`config.mk`:
```
export PLATFORM = sky130hd
export DESIGN_NAME = timer_ctrl_fsm
export DESIGN_NICKNAME = d
export VERILOG_FILES = /design/src/rtl/timer_ctrl_fsm.sv
export SDC_FILE = /design/constraint.sdc
export NUM_CORES = 1
export LEC_CHECK = 0
export CAP_MARGIN = 20
export CORE_MARGIN = 3
export CORE_UTILIZATION = 53
export CTS_CLUSTER_SIZE = 25
export DETAILED_ROUTE_END_ITERATION = 12
export PLACE_DENSITY = 0.95
export SETUP_SLACK_MARGIN = 0.4
export SLEW_MARGIN = 20
export SYNTH_ARGS = -nofsm -noshare
export SYNTH_HDL_FRONTEND = slang
export SYNTH_SLANG_ARGS = --single-unit
```
`constraint.sdc`:
```
create_clock -name c -period 7.8 [get_ports c]
set_input_delay 1.95 -clock c [delete_from_list [all_inputs] [get_ports c]]
set_output_delay 1.95 -clock c [all_outputs]
set_load 0.02 [all_outputs]
```
`src/rtl/timer_ctrl_fsm.sv`:
```
// -----------------------------------------------------------------------------
// timer_ctrl_fsm
//   Countdown timer controller. Extends the original start/stop/reset
//   state machine with:
//     - a loadable WIDTH-bit down-counter,
//     - a programmable prescaler,
//     - PAUSE and EXPIRED states,
//     - optional auto-reload,
//     - a one-cycle expiry pulse.
//
// Parameters
//   WIDTH       width of load_val / count
//   PRESCALE_W  width of the prescaler counter and of prescale
//
// Ports
//   c             clock, rising edge
//   r             asynchronous active-high reset
//   e             start / resume request (level)
//   s             stop request (level), highest priority after reset
//   p             pause request (level)
//   reload_en     1 = reload load_val on expiry, 0 = one-shot
//   load_val      start value, sampled whenever a count is (re)loaded
//   prescale      clock edges per decrement minus 1, sampled continuously
//   count         registered counter value
//   currentState  00 IDLE, 01 RUN, 10 PAUSE, 11 EXPIRED
//   expired       registered one-cycle pulse on expiry
//   busy          high in RUN or PAUSE (decode of state)
// -----------------------------------------------------------------------------
module timer_ctrl_fsm #(
  parameter int WIDTH      = 16,
  parameter int PRESCALE_W = 8
) (
  input  logic                  c,
  input  logic                  r,
  input  logic                  e,
  input  logic                  s,
  input  logic                  p,
  input  logic                  reload_en,
  input  logic [WIDTH-1:0]      load_val,
  input  logic [PRESCALE_W-1:0] prescale,
  output logic [WIDTH-1:0]      count,
  output logic [1:0]            currentState,
  output logic                  expired,
  output logic                  busy
);

  typedef enum logic [1:0] {
    IDLE    = 2'b00,
    RUN     = 2'b01,
    PAUSE   = 2'b10,
    EXPIRED = 2'b11
  } state_t;

  state_t                state, state_nx;
  logic [WIDTH-1:0]      count_nx;
  logic [PRESCALE_W-1:0] presc, presc_nx;
  logic                  expired_nx;
  logic                  tick;
  logic                  terminal;

  // Decrement that can never wrap below zero.
  function automatic logic [WIDTH-1:0] dec_sat(input logic [WIDTH-1:0] v);
    if (v == '0) return '0;
    return v - WIDTH'(1);
  endfunction

  // >= rather than == so that lowering prescale mid-count ticks on the next
  // edge instead of letting the prescaler run all the way round.
  assign tick     = (presc >= prescale);
  assign terminal = tick && (count == WIDTH'(1));

  // State register
  always_ff @(posedge c or posedge r) begin
    if (r) state <= IDLE;
    else   state <= state_nx;
  end

  // Counter, prescaler and pulse registers
  always_ff @(posedge c or posedge r) begin
    if (r) begin
      count   <= '0;
      presc   <= '0;
      expired <= 1'b0;
    end else begin
      count   <= count_nx;
      presc   <= presc_nx;
      expired <= expired_nx;
    end
  end

  // Next-state logic; priority is s > terminal tick > e > p.
  always_comb begin
    state_nx   = state;
    count_nx   = count;
    presc_nx   = presc;
    expired_nx = 1'b0;
    if (s) begin
      // Stop keeps count for readout and suppresses any pending expiry.
      state_nx = IDLE;
      presc_nx = '0;
    end else begin
      case (state)
        IDLE, EXPIRED: begin
          if (e) begin
            count_nx = load_val;
            presc_nx = '0;
            if (load_val == '0) begin
              state_nx   = EXPIRED;
              expired_nx = 1'b1;
            end else begin
              state_nx = RUN;
            end
          end
        end
        RUN: begin
          if (terminal) begin
            expired_nx = 1'b1;
            presc_nx   = '0;
            if (reload_en && (load_val != '0)) begin
              count_nx = load_val;
            end else begin
              count_nx = '0;
              state_nx = EXPIRED;
            end
          end else if (p) begin
            // The pause edge neither ticks nor advances the prescaler.
            state_nx = PAUSE;
          end else if (tick) begin
            count_nx = dec_sat(count);
            presc_nx = '0;
          end else begin
            presc_nx = presc + PRESCALE_W'(1);
          end
        end
        PAUSE: begin
          if (e) state_nx = RUN;
        end
        default: state_nx = IDLE;
      endcase
    end
  end

  // Output decode
  always_comb begin
    currentState = state;
    busy         = (state == RUN) || (state == PAUSE);
  end

endmodule

```
# Word level (Yosys, flattened, before mapping)

Cells that the tools add are included.
Widths: inputs -> output; s select.

Bits in registers: 27
Input port bits: 30
Output and inout port bits: 20
Word-level logic and storage cells: 66

$add $sub $neg: 2
Order comparisons: 1
Equality and inequality tests: 12
Muxes and demuxes: 33
Bitwise operators: 1
Reduce and logical (&&, ||, !) cells: 13

Operators with widths:

| cell                  | count |
|---|---|
| $mux 16               | 7 |
| $mux 8                | 5 |
| $logic_not 16->1      | 2 |
| $pmux 16 s2           | 1 |
| $eq 16x1->1 const B   | 1 |
| $pmux 8 s2            | 1 |
| $reduce_bool 16->1    | 1 |
| $sub 16x1->16 const B | 1 |
| $mux 2                | 7 |
| $ne 3x3->1 const B    | 4 |
| $ne 4x4->1 const B    | 3 |
| $mux 1                | 10 |
| $add 8x1->8 const B   | 1 |
| $ge 8x8->1            | 1 |
| $pmux 2 s3            | 1 |
| $reduce_and 5->1      | 1 |
| $eq 2x2->1 const B    | 2 |
| $reduce_and 4->1      | 1 |
| $reduce_and 3->1      | 1 |
| $reduce_bool 3->1     | 1 |
| $eq 2x1->1 const B    | 1 |
| $logic_and 1x1->1     | 2 |
| $logic_not 2->1       | 1 |
| $ne 2x2->1 const B    | 1 |
| 5 further kinds       | 5 |

# Longest topological paths before layout

Gate-level depths: netlist of run 1.

Depth after elaboration: 12
Mapped depth: 9
Mapped depth without buffers: 8

# Worst setup path after synthesis of run 1

Ideal clock, no wire load.

Kind: input port to flip-flop
From: input port prescale[6]
To: register presc[5]
Library setup time: 0.078 ns
Arrival: 4.042 ns
Data required time: 7.722 ns
Slack: 3.680 ns
Stages on the path: 8
Buffers on the path: 0
Path through: inv_1 > ha_1 > a21o_1 > a221oi_1 > o211ai_2 > or3_1 > or3b_2 > a21oi_1

Longest elaborated chain between the ends: 6
Elaborated cells between the ends (all ways): 9
Classes of those cells: order compare (1); eq/ne (1); mux (5); reduce/logical (2)

RTL lines:

| item                 | line | text |
|---|---|---|
| start, declared      | 40   | `input logic [PRESCALE_W-1:0] prescale,` |
| $ge 8x8->1 (*)       | 69   | `assign tick = (presc >= prescale);` |
| $mux 8               | 128  | `end else if (tick) begin` |
| $mux 8               | 125  | `end else if (p) begin` |
| $mux 8               | 116  | `if (terminal) begin` |
| $pmux 8 s2           | 102  | `case (state)` |
| $mux 8               | 97   | `if (s) begin` |
| end signal, assigned | 86   | `presc <= presc_nx;` |
| end, declared        | 56   | `logic [PRESCALE_W-1:0] presc, presc_nx;` |

Mark *: on every way between the ends. The rest lies on a longest branch, timed or not. The select of a mux whose other input is x is not followed.
A chain may end at the register's enable or synchronous reset.

# Worst setup path after layout of run 1

From: input port prescale[6]
To: register count[5]

Longest elaborated chain between the ends: 4
Elaborated cells between the ends (all ways): 7
Classes of those cells: order compare (1); eq/ne (2); mux (2); reduce/logical (2)

RTL lines:

| item                                                             | line | text |
|---|---|---|
| $ge 8x8->1 (*)                                                   | 69   |  |
| $logic_and 1x1->1                                                | 70   | `assign terminal = tick && (count == WIDTH'(1));` |
| $ne 3x3->1 (no source line) or $mux 16 (tied branches)           | n/a  |  |
| $reduce_and 5->1 (no source line) or $pmux 16 s2 (tied branches) | n/a  |  |
| end signal, assigned                                             | 85   | `count <= count_nx;` |
| end, declared                                                    | 41   | `output logic [WIDTH-1:0] count,` |

Mark *: on every way between the ends. The rest lies on a longest branch, timed or not.

==> results of run 1 <==
==> flip-flops by register name, summed over array words and instances, names as in the netlist <==
name          flops
count            16
presc             8
currentState      2
expired           1
==> power by group through the flow <==
stage                     registers [W]  clock network, W  logic [W]
after global placement         0.000251                 0   0.000379
after floorplan                0.000293                 0   0.000187
after global routing           0.000262         0.0000889   0.000426
final                          0.000254         0.0000863   0.000393
after detailed placement       0.000254                 0   0.000387
after CTS                      0.000252         0.0000847   0.000390
==> worst max-delay path, stage by stage <==
cell and delay, ps:
clkdlybuf4s50_1 450, inv_1 40, ha_1 300, a21o_1 190
a221oi_1 540, o21ai_0 400, nand3_1 510, nor2_1 130
a221o_1 290
==> metrics by stage <==
step                hold slack, ps  cell area [µm²]  instances  setup WS (ps)  power (W)
detailed placement             536             2510        321           2650   0.000641
global route                   573             2560        325           2960   0.000776
finish                         556             2560        325           3170   0.000733
global placement               522             2510        321           2870   0.000630
CTS                            559             2560        325           2960   0.000726
floorplan                      530             2000        234           3680   0.000479
==> area by class of cell <==
cell class	count	area [µm²]	area share
repair buffers	49	490	0.191
flip-flops and latches	27	676	0.264
clock inverters	1	7.51	0.00293
well taps	46	57.6	0.0225
multi-input cells	180	1220	0.476
clock buffers	3	41.3	0.0161
inverters	19	71.3	0.0278
==> cell families (layout without fill, tap and decap cells) <==
logic type      count (synthesis)  in the layout  share of synthesized area
compound gates                 71             71                      0.253
flops                          27             27                      0.337
fa+ha+maj                      14             14                     0.0874
buf+inv                        27             72                     0.0574
simple gates                   95             95                      0.265
==> metal layers <==
metal,part of all wire,track usage,vias up
met5,0,0,-
met4,0.018,0.0937,0
met3,0.093,0.0366,9
met2,0.49,0.429,126
met1,0.40,0.328,957
li1,-,-,986
==> layout by cell type (no fill, tap or decap), types with 2 or more instances in the layout <==
cell type	n
nor2_1	17
a221o_1	11
nand2_1	14
nand2b_1	3
o21ai_0	21
and2_1	2
and3_1	3
clkdlybuf4s50_1	49
or3b_2	2
or3_2	2
a22o_1	2
a2bb2oi_1	2
nor3_1	12
a21oi_2	2
nor4_1	8
a21oi_1	8
inv_1	18
ha_1	14
a311oi_1	2
or3_1	7
clkbuf_8	3
nand3_1	12
dfrtp_1	27
a31oi_1	6
a21o_1	3
==> worst max path at each step <==
stage	from	end	slack, ps
6_report	prescale[6]	count[5]	3170
5_1_grt	prescale[6]	count[9]	2960
4_1_cts	prescale[7]	count[4]	2960
3_5_place_dp	prescale[7]	count[4]	2650
3_3_place_gp	prescale[7]	count[4]	2870
2_1_floorplan	prescale[6]	presc[5]	3680
==> impl_results.md, run 1 <==
* Worst hold-check path type: register to register
* CP endpoint kind: register
* DIE AREA at about 4600 µm²
* Vias in the first global route at around 2.0k
* Final #Nets at around 320
* Pwr Density at between 200 and 300 nW/µm²
* HP Start: count[12]
* Layout cell share with drive strength beyond 1 at 0.0717
* #FFs+latches synth at 27
* Post-Syn Nets at roughly 280
* Yosys top cell area share at 0.337
* Initial core utilization at 0.574
* Int Pwr at approximately 0.00040 W
* FILL cells at roughly 250
* Layout Area Growth over Synthesis at 27.8%
* Clk_lat worst skew at 290 ps
* Number of port buffers at 49
* Ports at 50
* CP Max Fanout at 13
* Longest Clk Path Bufs at 2
* Postcts setup bufs at 0
* FFs w/ async S/R, synth at 1.00
* Outcome: finished clean
* Cell Rows at 21
* Crit share post-route at 0.594
* WL/cell at 17.1 µm
* # diodes at 0
* End of the worst register-to-register path: count[4]
* Setup CP Type: input pin to register
* Final Hold Viols at 0
* CTS tree: done
* Layout Skew at about 9.1 ps
* First-pass GRT wire length at between 8000 and 9000 µm
* Worst VDD drop at ~0.00021 V
* Post-layout util at 0.733
* Core Region at around 3500 µm²
* Die Width at around 67 µm
* Synth top area cells: dfrtp_1 34%, ha_1 8.7%, a221o_1 5.5%, o21ai_0 5.2%, inv_1 3.6%
* # H-tree levels at 1
* Register area share after synthesis at 0.337
* Sw frac at 0.452
* Hold path depth at 1
* HPWL after DPL at 4160 µm
* Gpl congestion at 0.912
* Synth warn at 0
* R2R depth at 6
* Antenna violations before repair at 0
* Final slew viol count at 0
* Fmax at about 220 MHz
* R2R setup slack at 4580 ps
* PostCTS Resize Cnt at 0
* TritonCTS Sinks at 27
* Max Cap Violations at 0
* Vias per cell at ~6.4
* First drt pass iteration count at 5
* Antenna-violating nets left at 0
* Clock share of power at 0.118
* GRT Total Usage at 0.254
* Clock slew at reported path FFs at around 110 ps
* Synthesized area per cell at between 8 and 9 µm²
* RR Startpoint: count[9]
* Slew of the pin with the lowest slew margin at roughly 910 ps
* 1st-iter DRT viols at around 240
* Via count at ~2.1k
* Final Setup Violations at 0
* Cells after Synth at 234
* Cts bufs inserted at 3
* Area leader, netlist: dfrtp_1
* Comb pwr share at 0.536
* Number of synthesized flops with an enable pin at 0
* WP data arrival at between 4000 and 5000 ps
* Pin count of the biggest net entering global routing at 28
* Startpoint Class: input pin
* Share of power burned in registers at 0.347
* Lkg Pwr at between 1 and 1.5 nW
* Drt drc at 0
* Critical path required time at 7980 ps
* Hold path endpoint: count[12]
* WL final at about 5600 µm
* Sw power at 0.000332 W
* CTS Root Cell: clkbuf_8
* Slew margin rel. at 0.387
* Crit path time final at approximately 4600 ps
* Hold Buf Count CTS at 0
* Total gr overflow at 0
* Count leader, synth: dfrtp_1
* RSZ-0062 raised after global routing: false
* Synthesized area at approximately 2000 µm²
* Prevailing post-synth register cell: dfrtp_1
* Top post-synthesis cells by count: 27 x dfrtp_1, 21 x o21ai_0, 19 x inv_1
* Die H at 67.5 µm
* TNS Setup at 0 ps
* Synth cell types at 54
Power figures use the tool's default switching activity.
==> run 2, diff against run 1 <==
--- a/config.mk
+++ b/config.mk
@@ -7,10 +7,10 @@
 export LEC_CHECK = 0
 export CAP_MARGIN = 20
 export CORE_MARGIN = 3
-export CORE_UTILIZATION = 53
+export CORE_UTILIZATION = 45
 export CTS_CLUSTER_SIZE = 25
 export DETAILED_ROUTE_END_ITERATION = 12
-export PLACE_DENSITY = 0.95
+export PLACE_DENSITY = 0.88
 export SETUP_SLACK_MARGIN = 0.4
 export SLEW_MARGIN = 20
 export SYNTH_ARGS = -nofsm -noshare
==> constraint.sdc (replaced) <==
create_clock -name c -period 3.83 [get_ports c]
set_input_delay 0.9575 -clock c [delete_from_list [all_inputs] [get_ports c]]
set_output_delay 0.9575 -clock c [all_outputs]
set_load 0.02 [all_outputs]
==> run 2 against run 1 <==
- power rose by 110%
- worst setup slack got worse by 2700 ps
- die area rose by 16%
- design area rose by 4.2%
- clock skew fell by 1.8 ps
- first-iteration DRC count rose by 12%
- core utilization fell by 8.9 points
- critical endpoint is now presc[1]
- highest routed layer unchanged
- sequential power rose by 100%
- sequential cell count did not move
- sequential share of layout area fell by 1.1 points
==> impl_results.md, run 2 (synthesis results as in run 1) <==
* Min setup slack post-route at slightly below 500 ps
* Crit path cell chain: clkdlybuf4s50_1 -> inv_1 -> ha_1 -> and3_1 -> nand3_1 -> buf_4 -> o2111ai_1 -> or4b_4 -> or3_1 -> a21oi_2
* R2R setup slack at just under 1000 ps
* Max layer used: met4
* Final Hold Viols at 0
* CP max-delay cell: or4b_4
* Worst hold-check path type: register to register
* Ports at 50
* Buf+Inv Stages, Crit Path at 3
* Met1 WL at around 2400 µm
* Pwr Density at about 570 nW/µm²
* Pre-CTS setup slack at -104 ps
* Final Setup Violations at 0
* Clock slew at reported path FFs at 100 ps
* Antenna violations before repair at 0
* Final slew viol count at 0
* RSZ-0062 raised after global routing: false
* RR Startpoint: count[9]
* Post-layout util at 0.644
* Hold Buf Count CTS at 0
* Most frequent cells in the layout: 49 x clkdlybuf4s50_1, 27 x dfrtp_1, 21 x o21ai_0, 18 x inv_1, 17 x nor2_1
* Layout cell share with drive strength beyond 1 at 0.112
* CP Max Fanout at 9
* First drt pass iteration count at 7
* Crit path depth at 10
* Final Instance Area at 2670 µm²
* WL/cell at 17.2 µm
* # H-tree levels at 1
* Commonest non-fill, non-tap cell in the layout: clkdlybuf4s50_1
* Vias per cell at around 6.4
* Cts bufs inserted at 3
* Die Width at slightly above 70 µm
* Vias in the first global route at 1964
* CTS Root Cell: clkbuf_8
* FILL cells at around 340
* 1st-iter DRT viols at around 270
* DIE AREA at between 5000 and 6000 µm²
* Clk_lat worst skew at 280 ps
* Most flops, register: count
* First-pass GRT wire length at 9590 µm
* Longest Clk Path Bufs at 2
* CP endpoint kind: register
* Max Cap Violations at 0
* Core Region at between 4000 and 5000 µm²
* Met3 routed wirelength at 539 µm
* Number of port buffers at between 40 and 50
* Hold path depth at 1
* Drt drc at 0
* CP Launch Point: prescale[7]
* Capture point of the worst path: presc[1]
* Cell Rows at 23
* Crit path time final at about 3300 ps
* Crit share post-route at 0.873
* Slew margin rel. at 0.613
* Slew of the pin with the lowest slew margin at about 580 ps
* Met2 wire length at 2750 µm
* # diodes at 0
* HPWL after DPL at 4330 µm
* Antenna-violating nets left at 0
* R2R depth at 6
* Fmax at about 300 MHz
* CTS tree: done
* WL final at 5770 µm
* Total gr overflow at 0
* Lkg Pwr at 1.09 nW
* Layout Area Growth over Synthesis at 33.1%
* Post-DP Area at around 2600 µm²
* Layout Skew at between 7 and 8 ps
* Die H at between 70 and 80 µm
* Critical path's largest stage delay at between 500 and 600 ps
* Critical path required time at between 4000 and 5000 ps
* CP delay by family, top: simple AND/OR/NAND/NOR gates
* Number of flip-flops in the largest register at 16
* End of the worst register-to-register path: presc[1]
* Setup CP Type: input pin to register
* TritonCTS Sinks at 27
* Outcome: finished clean
* Final #Nets at around 330
* Gpl congestion at about 0.86
* Startpoint Class: input pin
* GRT Total Usage at 0.229
* WP data arrival at roughly 3600 ps
* Worst VDD drop at about 0.00042 V
* Initial core utilization at 0.484
* Pin count of the biggest net entering global routing at 28
* Via count at approximately 2.1k
run 2: power breakdown:
group	leakage [nW]	switching, W	internal (W)	total [W]
clock	0.0255	0.0000924	0.0000731	0.000165
combinational	0.717	0.000451	0.000403	0.000854
sequential	0.345	0.000137	0.000375	0.000512
run 2: worst register-to-register path, delay by kind of cell (launching register included):
family	cells	cell delay (ps)
AOI/OAI and AO/OA	2	300
DFF	1	460
and+or+nand+nor	4	2040
run 2: how the worst min path moves through the flow:
| stage | end | slack, ps | from |
|---|---|---|---|
| detailed placement | count[12] | 550 | count[12] |
| floorplan | presc[0] | 530 | presc[0] |
| CTS | count[12] | 570 | count[12] |
| global route | count[12] | 590 | count[12] |
| global placement | count[12] | 530 | count[12] |
| finish | count[11] | 570 | count[11] |
run 2: layout make-up:
type                            count  area, µm²  area share
Multi-Input combinational cell    180       1260       0.471
Clock inverter                      1       5.00     0.00188
Timing Repair Buffer               56        556       0.208
Tap cell                           50       62.6      0.0234
Inverter                           19       71.3      0.0267
Clock buffer                        3       41.3      0.0155
Sequential cell                    27        676       0.253
run 2: timing repair:
| item | CTS | global route |
|---|---|---|
| setup endpoints to repair | 18 | 19 |
| endpoints found under the hold margin | 0 | 0 |
| gates resized for setup | 3 | 5 |
| setup buffers | 0 | 1 |
run 2: metrics by stage:
stage	setup TNS (ps)	instances	hold slack (ps)	power [W]
2_1_floorplan	0	234	530	0.000976
3_3_place_gp	0	331	530	0.00130
3_5_place_dp	-1060	331	547	0.00132
4_1_cts	0	335	571	0.00149
5_1_grt	0	336	585	0.00163
6_report	0	336	575	0.00153
run 2: metal layers:
| layer | vias to the layer above | global-route usage |
|---|---|---|
| met5 | - | 0 |
| met4 | 0 | 0.0635 |
| met3 | 11 | 0.0427 |
| met2 | 131 | 0.367 |
| met1 | 1001 | 0.317 |
| li1 | 1000 | - |
==> run 3, diff against run 2 <==
--- a/config.mk
+++ b/config.mk
@@ -10,6 +10,7 @@
 export CORE_UTILIZATION = 45
 export CTS_CLUSTER_SIZE = 25
 export DETAILED_ROUTE_END_ITERATION = 12
+export HOLD_SLACK_MARGIN = 0.06
 export PLACE_DENSITY = 0.88
 export SETUP_SLACK_MARGIN = 0.4
 export SLEW_MARGIN = 20
==> results of run 3 <==
The final DEF is identical to that of run 2; final timing and power are the same.
